==> config.mk <==
export PLATFORM = sky130hd
export DESIGN_NAME = wrr_sched
export DESIGN_NICKNAME = d
export VERILOG_FILES = /design/src/rtl/wrr_sched_pkg.sv /design/src/rtl/find_first_set.sv /design/src/rtl/wrr_sched.sv
export SDC_FILE = /design/constraint.sdc
export NUM_CORES = 1
export LEC_CHECK = 0
export ABC_AREA = 1
export BUFFER_PORTS_ARGS = -buffer_cell sky130_fd_sc_hd__buf_2
export CAP_MARGIN = 40
export CORE_MARGIN = 10
export CORE_UTILIZATION = 52
export DETAILED_ROUTE_END_ITERATION = 8
export PLACE_DENSITY = 0.79
export SLEW_MARGIN = 5
export SYNTH_ARGS = -nofsm -noshare
export SYNTH_HDL_FRONTEND = slang
export SYNTH_SLANG_ARGS = --single-unit
==> constraint.sdc <==
create_clock -name clk -period 3.45 [get_ports clk]
set_clock_uncertainty 0.2 [all_clocks]
set_input_delay 0.5175 -clock clk [delete_from_list [all_inputs] [get_ports clk]]
set_output_delay 0.5175 -clock clk [all_outputs]
set_load 0.01 [all_outputs]
==> src/rtl/wrr_sched_pkg.sv <==
// Shared types for the weighted round-robin scheduler: lock state and mode encodings.
package wrr_sched_pkg;

    typedef enum logic {
        UNLOCKED = 1'b0,
        LOCKED   = 1'b1
    } lock_state_e;

    localparam int MODE_RR  = 0;
    localparam int MODE_WRR = 1;

endpackage

==> src/rtl/find_first_set.sv <==
// Reports the lowest-index set bit of a vector and whether any bit is set.
module find_first_set #(
    parameter  int W  = 4,
    localparam int IW = (W > 1) ? $clog2(W) : 1
) (
    input  logic [W-1:0]  vec,
    output logic          found,
    output logic [IW-1:0] idx
);

    always_comb begin
        found = |vec;
        idx   = '0;
        // Scan downward so the lowest set bit is the last one written.
        for (int i = W - 1; i >= 0; i--) begin
            if (vec[i]) begin
                idx = IW'(i);
            end
        end
    end

endmodule

==> src/rtl/wrr_sched.sv <==
// Packet-aware round-robin / weighted round-robin arbiter with a zero-cycle grant
// and valid/ready handshake; a granted requester keeps the grant until its last beat.
module wrr_sched
    import wrr_sched_pkg::*;
#(
    parameter  int LG_N   = 2,
    parameter  int W_BITS = 3,
    parameter  int MODE   = 1,
    localparam int N      = 1 << LG_N
) (
    input  logic                clk,
    input  logic                rst,
    input  logic [N-1:0]        req,
    input  logic [N-1:0]        last,
    input  logic [N*W_BITS-1:0] weight,
    input  logic                gnt_ready,
    output logic                gnt_valid,
    output logic [LG_N-1:0]     gnt_id,
    output logic [N-1:0]        gnt_onehot
);

    lock_state_e       state_q, state_d;
    logic [LG_N-1:0]   lock_id_q, lock_id_d;
    logic [LG_N-1:0]   ptr_q, ptr_d;
    logic [W_BITS-1:0] cred_q, cred_d;

    logic [2*N-1:0]    req_dbl;
    logic [N-1:0]      req_rot;
    logic              arb_found;
    logic [LG_N-1:0]   arb_off;
    logic [LG_N-1:0]   arb_id;
    logic [LG_N-1:0]   sel_id;
    logic              accept;
    logic [W_BITS-1:0] wt_arr [N];
    logic [W_BITS-1:0] cred_sel;

    // Rotating the doubled vector puts the current pointer at bit 0.
    assign req_dbl = {req, req};
    assign req_rot = N'(req_dbl >> ptr_q);

    find_first_set #(.W(N)) u_ffs (
        .vec   (req_rot),
        .found (arb_found),
        .idx   (arb_off)
    );

    assign arb_id = ptr_q + arb_off;

    always_comb begin
        sel_id    = arb_id;
        gnt_valid = arb_found;
        if (state_q == LOCKED) begin
            sel_id    = lock_id_q;
            gnt_valid = req[lock_id_q];
        end
        gnt_id = gnt_valid ? sel_id : '0;
    end

    generate
        for (genvar gi = 0; gi < N; gi++) begin : g_lane
            assign gnt_onehot[gi] = gnt_valid && (gnt_id == LG_N'(gi));
            // A zero weight behaves as a weight of one.
            assign wt_arr[gi] = (weight[gi*W_BITS +: W_BITS] == '0)
                                ? W_BITS'(1) : weight[gi*W_BITS +: W_BITS];
        end
    endgenerate

    assign accept   = gnt_valid & gnt_ready;
    // Leftover credit only applies when the packet belongs to the requester that earned it.
    assign cred_sel = ((gnt_id == ptr_q) && (cred_q != '0)) ? cred_q : wt_arr[gnt_id];

    always_comb begin
        state_d   = state_q;
        lock_id_d = lock_id_q;
        ptr_d     = ptr_q;
        cred_d    = cred_q;
        if (accept) begin
            if (last[gnt_id]) begin
                state_d = UNLOCKED;
                if (MODE == MODE_WRR && cred_sel > W_BITS'(1)) begin
                    ptr_d  = gnt_id;
                    cred_d = cred_sel - W_BITS'(1);
                end else begin
                    ptr_d  = gnt_id + LG_N'(1);
                    cred_d = '0;
                end
            end else begin
                state_d   = LOCKED;
                lock_id_d = gnt_id;
            end
        end
    end

    always_ff @(posedge clk) begin
        if (rst) begin
            state_q   <= UNLOCKED;
            lock_id_q <= '0;
            ptr_q     <= '0;
            cred_q    <= '0;
        end else begin
            state_q   <= state_d;
            lock_id_q <= lock_id_d;
            ptr_q     <= ptr_d;
            cred_q    <= cred_d;
        end
    end

    // Simulation guard: a grant must never go to an idle requester.
    always_ff @(posedge clk) begin
        if (!rst) begin
            assert ((gnt_onehot & ~req) == '0) else $stop;
        end
    end

endmodule
==> results of run 1 <==
-- layer usage --
layer	track usage [%]	vias to the layer above
met2	26.8	21
met1	12.6	564
met3	2.54	6
li1	-	646
met4	2.88	0
met5	0	-
-- path summary, 6_finish.rpt --
path	from	end	slack [ps]	depth (start not counted)
setup reg to reg	ptr_q[0]	ptr_q[1]	560	22
hold / removal	cred_q[1]	cred_q[1]	250	2
hold reg to reg	cred_q[1]	cred_q[1]	250	2
setup / recovery	ptr_q[0]	gnt_onehot[2]	260	16
-- timing repair --
item	4_1_cts	5_1_grt
endpoints found under the hold margin	0	0
setup buffers	0	3
setup endpoints to repair	0	4
gates resized for setup	0	3
-- per-stage QoR --
| step | cell area [µm²] | utilization [%] | instances | worst slack, ps | hold slack, ps |
|---|---|---|---|---|---|
| 2_1_floorplan | 1100 | - | 181 | 608 | 233 |
| 3_3_place_gp | 1260 | 63.4 | 235 | 337 | 251 |
| 3_5_place_dp | 1260 | 63.4 | 235 | 247 | 251 |
| 4_1_cts | 1280 | 64.6 | 238 | 4.68 | 259 |
| 5_1_grt | 1310 | 65.8 | 241 | 9.77 | 281 |
| 6_report | 1310 | 65.8 | 241 | 260 | 254 |
-- kinds of logic after synthesis --
group / after synthesis / share of synthesized area, %
compound gates: 19 / 10.9
buf+inv: 30 / 11.3
fa+ha+maj: 5 / 5.70
flops: 8 / 14.6
xor+xnor: 1 / 0.798
simple gates: 118 / 56.7
-- placed cells by master (no fill, tap or decap), types with 2 or more instances in the layout --
cell type	netlist	routed
nand2_1	50	50
nand2_4	6	6
buf_4	1	3
nand3_1	28	28
inv_1	25	24
nand3_2	4	4
dfxtp_2	0	2
nand4_1	2	2
nor3_1	2	2
o21bai_1	2	2
o21ai_0	7	7
a21oi_1	4	4
clkbuf_4	0	3
buf_2	0	29
nand2_2	8	8
ha_1	5	5
nor2_1	11	11
nand3b_1	2	2
dfxtp_1	8	6
o21ai_1	3	3
inv_2	3	4
nor2_4	3	3
-- critical path, delay by kind of cell (launching register included) --
family                     cells  cell delay [ps]
AOI/OAI and AO/OA              1              160
xor gates and xnor gates       1              160
adders and majority gates      2              330
DFF                            1              420
buffers and inverters          3              270
and+or+nand+nor                9              880
-- state kept, by name (all words and copies together), names as in the netlist --
register	cells
cred_q	3
lock_id_q	2
ptr_q	2
state_q	1
-- layout make-up --
type	count	area [µm²]	area share, %
multi-input combinational	143	813	62.3
timing repair buffer	32	168	12.8
sequential	8	163	12.5
inverter	28	105	8.05
tap	27	33.8	2.59
clock buffer	3	22.5	1.73
==> results.yml, run 1 <==
outcome:
  status: "finished, final reports clean"
global_routing:
  grt_pass1_vias: 1154
  overflow: 0
  grt_start_max_net_pins: 19
  grt_use_total_pct: 13.0
  antenna_found_initial: 0
  grt_pass1_wl_um: 4620
setup_path:
  path_class: "flop to primary output"
  critPathSlowestCell: "dfxtp_2"
  crit_arrival_ps: 2470
  crit_top_cell: "nand3_1"
  path_max_fanout: 8
  cp-end-kind: "primary output"
  required_ps: 2730
  cp_slowest_stage_delay_ps: 420
  cp-start-kind: "flop"
  path_cells: "inv_2, nand2_1, nand3_1, nand2_2, nand3_1, a21boi_0, ha_1, xnor2_1, nand3_1, nand2_1, nor2_1, nor2_4, ha_1, inv_1, nor2_1, buf_2"
clock_network:
  hold_buffers: 0
  cts_htree_levels: 1
  cts_tree: "yes"
  clk_path_buf_depth: 2
  cts-root-buf: "clkbuf_4"
  clk-insertion-delay-late_ps: 250
  clk_pin_slew_worst_paths_ps: 50
  cts_buffers: 3
  cts_num_sinks: 8
floorplan:
  rows: 16
  dieArea_mm2: 0.00435
  io_pins: 30
  die_w_um: 65.9
  core_area_mm2: 0.00198
  die_h_um: 65.9
  start_util_pct: 55.4
detailed_routing:
  wirelength_um: 2920
  dr.pass1.iters: 4
  top_layer_used: "met4"
  wl_met2_um: 1640
  ant_nets: 0
  wl_per_cell_um: 12.1
  drc: 0
  drt_iter0_markers: 52
  vias: 1237
  met1_length_um: 1180
  met3_length_um: 72
  vias_per_cell: 5.13
logic_synthesis:
  synth_fp_nets: 209
  synth_top_area_cell: "nand2_1"
  synth_edf_count: 0
  synth_warnings: 0
  synth_area_leaders: "nand2_1 (17%), dfxtp_1 (15%), nand3_1 (13%)"
  async_reset_ff_share_pct: 0
  synth_cells: 181
  yosysTopAreaCellShare_pct: 17.1
  syn_area_mm2: 0.00110
  synth_commonest_cells: "nand2_1 (50), nand3_1 (28), inv_1 (25), nor2_1 (11)"
  postSynthAreaPerCell_um2: 6.06
  synth_seq_area_share_pct: 14.6
  synthFlopType: "dfxtp_1"
  yosysUniqueCellTypes: 26
  ys_ff_latch: 8
  synthMostInstantiatedCell: "nand2_1"
cells_and_area:
  antennaDiodeCount: 0
  syn_to_final_growth_pct: 18.9
  fin_nets: 244
  drive_above_1_share_pct: 30.8
  n_fill_cell: 198
sta:
  hold_viol_final: 0
  maxSlewHeadroom_pct: 73.0
  period_needed_ps: 3190
  fin_crit_sh_pct: 92.5
  tns_ps: 0
  clock.fmax_ghz: 0.313
  rsz0062_at_grt: "false"
  slew_viol_final: 0
  finalSetupViolCount: 0
  worst_pin_slew_ps: 401
placement:
  io_buffers: 29
  place.gp.congestion: 0.867
  hpwl_um: 2470
flow_run:
  cap_violations: 0
min_path:
  hp-class: "flop to flop"
Power of run 1 is not shown: default switching activity piles up to over one toggle a cycle in this logic, so the estimate is an artifact.
==> inputs of run 2 (changes only) <==
--- a/config.mk
+++ b/config.mk
@@ -9,10 +9,12 @@
 export BUFFER_PORTS_ARGS = -buffer_cell sky130_fd_sc_hd__buf_2
 export CAP_MARGIN = 40
 export CORE_MARGIN = 10
-export CORE_UTILIZATION = 52
+export CORE_UTILIZATION = 51
 export DETAILED_ROUTE_END_ITERATION = 8
 export PLACE_DENSITY = 0.79
+export SKIP_LAST_GASP = 1
 export SLEW_MARGIN = 5
 export SYNTH_ARGS = -nofsm -noshare
 export SYNTH_HDL_FRONTEND = slang
+export SYNTH_HIERARCHICAL = 1
 export SYNTH_SLANG_ARGS = --single-unit
==> run 2 against run 1 <==
Against the previous run:
- first-iteration DRC count increased by 9.6%
- global-route usage increased by 0.57 points
- die area decreased by 2.1%
- cell count grew 2.5%
==> results.yml, run 2 <==
cells_and_area:
  top_register: "cred_q"
  n_fill_cell: 211
  antennaDiodeCount: 0
  drive_above_1_share_pct: 30.5
  layout_commonest_cell: "nand2_1"
  syn_to_final_growth_pct: 24.7
  final_cell_mix: "nand2_1 (65), buf_2 (29), inv_1 (22), nand3_1 (16), nor2_1 (11)"
  fin_nets: 251
  largest_reg_flops: 3
  top_regs: "cred_q: 3 flops, lock_id_q: 2 flops, ptr_q: 2 flops"
clock_network:
  cts_tree: "yes"
  cts-root-buf: "clkbuf_4"
  cts_htree_levels: 1
  clk-insertion-delay-late_ps: 270
  clk_path_buf_depth: 2
  cts_num_sinks: 8
  cts_buffers: 3
  hold_buffers: 0
  clk_pin_slew_worst_paths_ps: 60
logic_synthesis:
  synth_top_area_cell: "nand2_1"
  synthFlopType: "dfxtp_1"
  synth_seq_area_share_pct: 15.3
  syn_area_mm2: 0.00104
  yosysUniqueCellTypes: 23
  synth_cells: 184
  ys_ff_latch: 8
  yosysTopAreaCellShare_pct: 23.4
  synth_commonest_cells: "nand2_1 (65), inv_1 (23), nand3_1 (17), o21ai_0 (12), nor2_1 (11)"
  synthMostInstantiatedCell: "nand2_1"
  synth_area_leaders: "nand2_1 (23%), dfxtp_1 (15%), inv_1 (8.3%)"
  synth_fp_nets: 213
  synth_warnings: 6
  async_reset_ff_share_pct: 0
  postSynthAreaPerCell_um2: 5.67
  synth_edf_count: 0
global_routing:
  grt_start_max_net_pins: 13
  overflow: 0
  antenna_found_initial: 0
  grt_pass1_vias: 1188
  grt_use_total_pct: 13.5
  grt_pass1_wl_um: 4840
setup_path:
  path_cells: "o21ai_0, o21ai_0, inv_2, nand2_1, a21oi_2, ha_2, inv_1, nand2_1, nand2_1, nand2_1, nand2_1, nand2_1, nand2_2, nor2_8, buf_6, ha_1, inv_1, nor2_1, buf_2"
  crit_top_cell: "nand2_1"
  cp-start-kind: "flop"
  crit_arrival_ps: 2510
  cp_slowest_stage_delay_ps: 380
  critPathSlowestCell: "dfxtp_4"
  crit_buf_inv: 5
  cp-end-kind: "primary output"
  crit_family: "simple AND/OR/NAND/NOR gates"
  required_ps: 2730
  path_max_fanout: 12
  path_class: "flop to primary output"
  ff2ff_setup_slack_ps: 270
detailed_routing:
  wirelength_um: 2900
  wl_per_cell_um: 11.7
  vias_per_cell: 5.15
  drt_iter0_markers: 57
  ant_nets: 0
  dr.pass1.iters: 4
  drc: 0
  vias: 1271
floorplan:
  dieArea_mm2: 0.00426
  die_w_um: 65.2
  core_area_mm2: 0.00196
  start_util_pct: 53.2
  rows: 16
  die_h_um: 65.2
  io_pins: 30
placement:
  hpwl_um: 2460
  io_buffers: 29
  place.gp.congestion: 0.844
sta:
  clock.fmax_ghz: 0.310
  hold_viol_final: 0
  worst_pin_slew_ps: 554
  finalSetupViolCount: 0
  fin_crit_sh_pct: 93.6
  maxSlewHeadroom_pct: 62.8
  slew_viol_final: 0
  tns_ps: 0
  period_needed_ps: 3230
min_path:
  hp-class: "input port to flop"
outcome:
  status: "finished, final reports clean"
flow_run:
  cap_violations: 0
==> run 2: changes by cell type in the layout (fill, tap and decap cells not counted), moves of 3 or more <==
cell,previous run,this run
nand2_1,50,65
nand3_1,28,16
nand2_4,6,1
a21oi_2,1,4
nor2_4,3,0
==> run 2: per-layer routing <==
| metal | share of wire [%] | vias to the layer above | global-route usage [%] |
|---|---|---|---|
| li1 | - | 661 | - |
| met1 | 42 | 547 | 14.7 |
| met2 | 48 | 48 | 23.8 |
| met3 | 7.6 | 15 | 3.22 |
| met4 | 2.8 | 0 | 7.22 |
| met5 | 0 | - | 0 |
==> run 2: worst reg2reg max path, stage by stage, from the launching register on <==
cell and delay (ps):
dfxtp_4 380, o21ai_0 230, o21ai_0 130, inv_2 90, nand2_1 60, a21oi_2 120
ha_2 190, inv_1 40, nand2_1 60, nand2_1 60, nand2_1 50, nand2_1 70
nand2_1 70, nand2_2 80, nor2_8 90, nand2_1 90, nand2_2 100, nand2_2 70
or2_1 220, nand2_2 80, ha_1 220, or2_2 290, o21ai_1 120
==> run 2: path summary, 6_finish.rpt <==
check                  endpoint       from  depth (start not counted)
setup / recovery  gnt_onehot[2]   ptr_q[0]                         19
hold / removal        cred_q[0]        rst                          2
setup reg to reg      cred_q[1]   ptr_q[0]                         22
hold reg to reg       cred_q[1]  cred_q[1]                          2
==> run 2: cells by family (layout without fill, tap and decap cells) <==
family	count (synthesis)	count (layout)	synth area share, %
buf+inv	29	65	10.6
flops	8	8	15.3
compound gates	21	21	11.6
fa+ha+maj	6	6	7.19
simple gates	120	120	55.3
==> run 2: layout make-up <==
class	count	area (µm²)	area share, %
multi-input combinational	147	785	60.3
timing repair buffer	35	194	14.9
sequential	8	165	12.7
inverter	27	101	7.79
tap	27	33.8	2.60
clock buffer	3	22.5	1.73
==> run 2: repair_timing <==
| item | CTS | global route |
|---|---|---|
| endpoints found under the setup margin | 1 | 6 |
| pin swaps | 0 | 1 |
| setup buffers | 0 | 1 |
| gates resized for setup | 1 | 10 |
==> run 2: per-stage QoR <==
step | util [%] | cell area [µm²] | worst slack (ps) | hold slack (ps) | cells
floorplan | - | 1040 | 223 | 240 | 184
global placement | 63.8 | 1250 | 87.6 | 256 | 243
detailed placement | 63.8 | 1250 | -8.06 | 270 | 243
CTS | 65.0 | 1270 | 124 | 262 | 246
global route | 66.3 | 1300 | -0.512 | 279 | 247
finish | 66.3 | 1300 | 222 | 266 | 247
Power of run 2 is left out for the same reason.
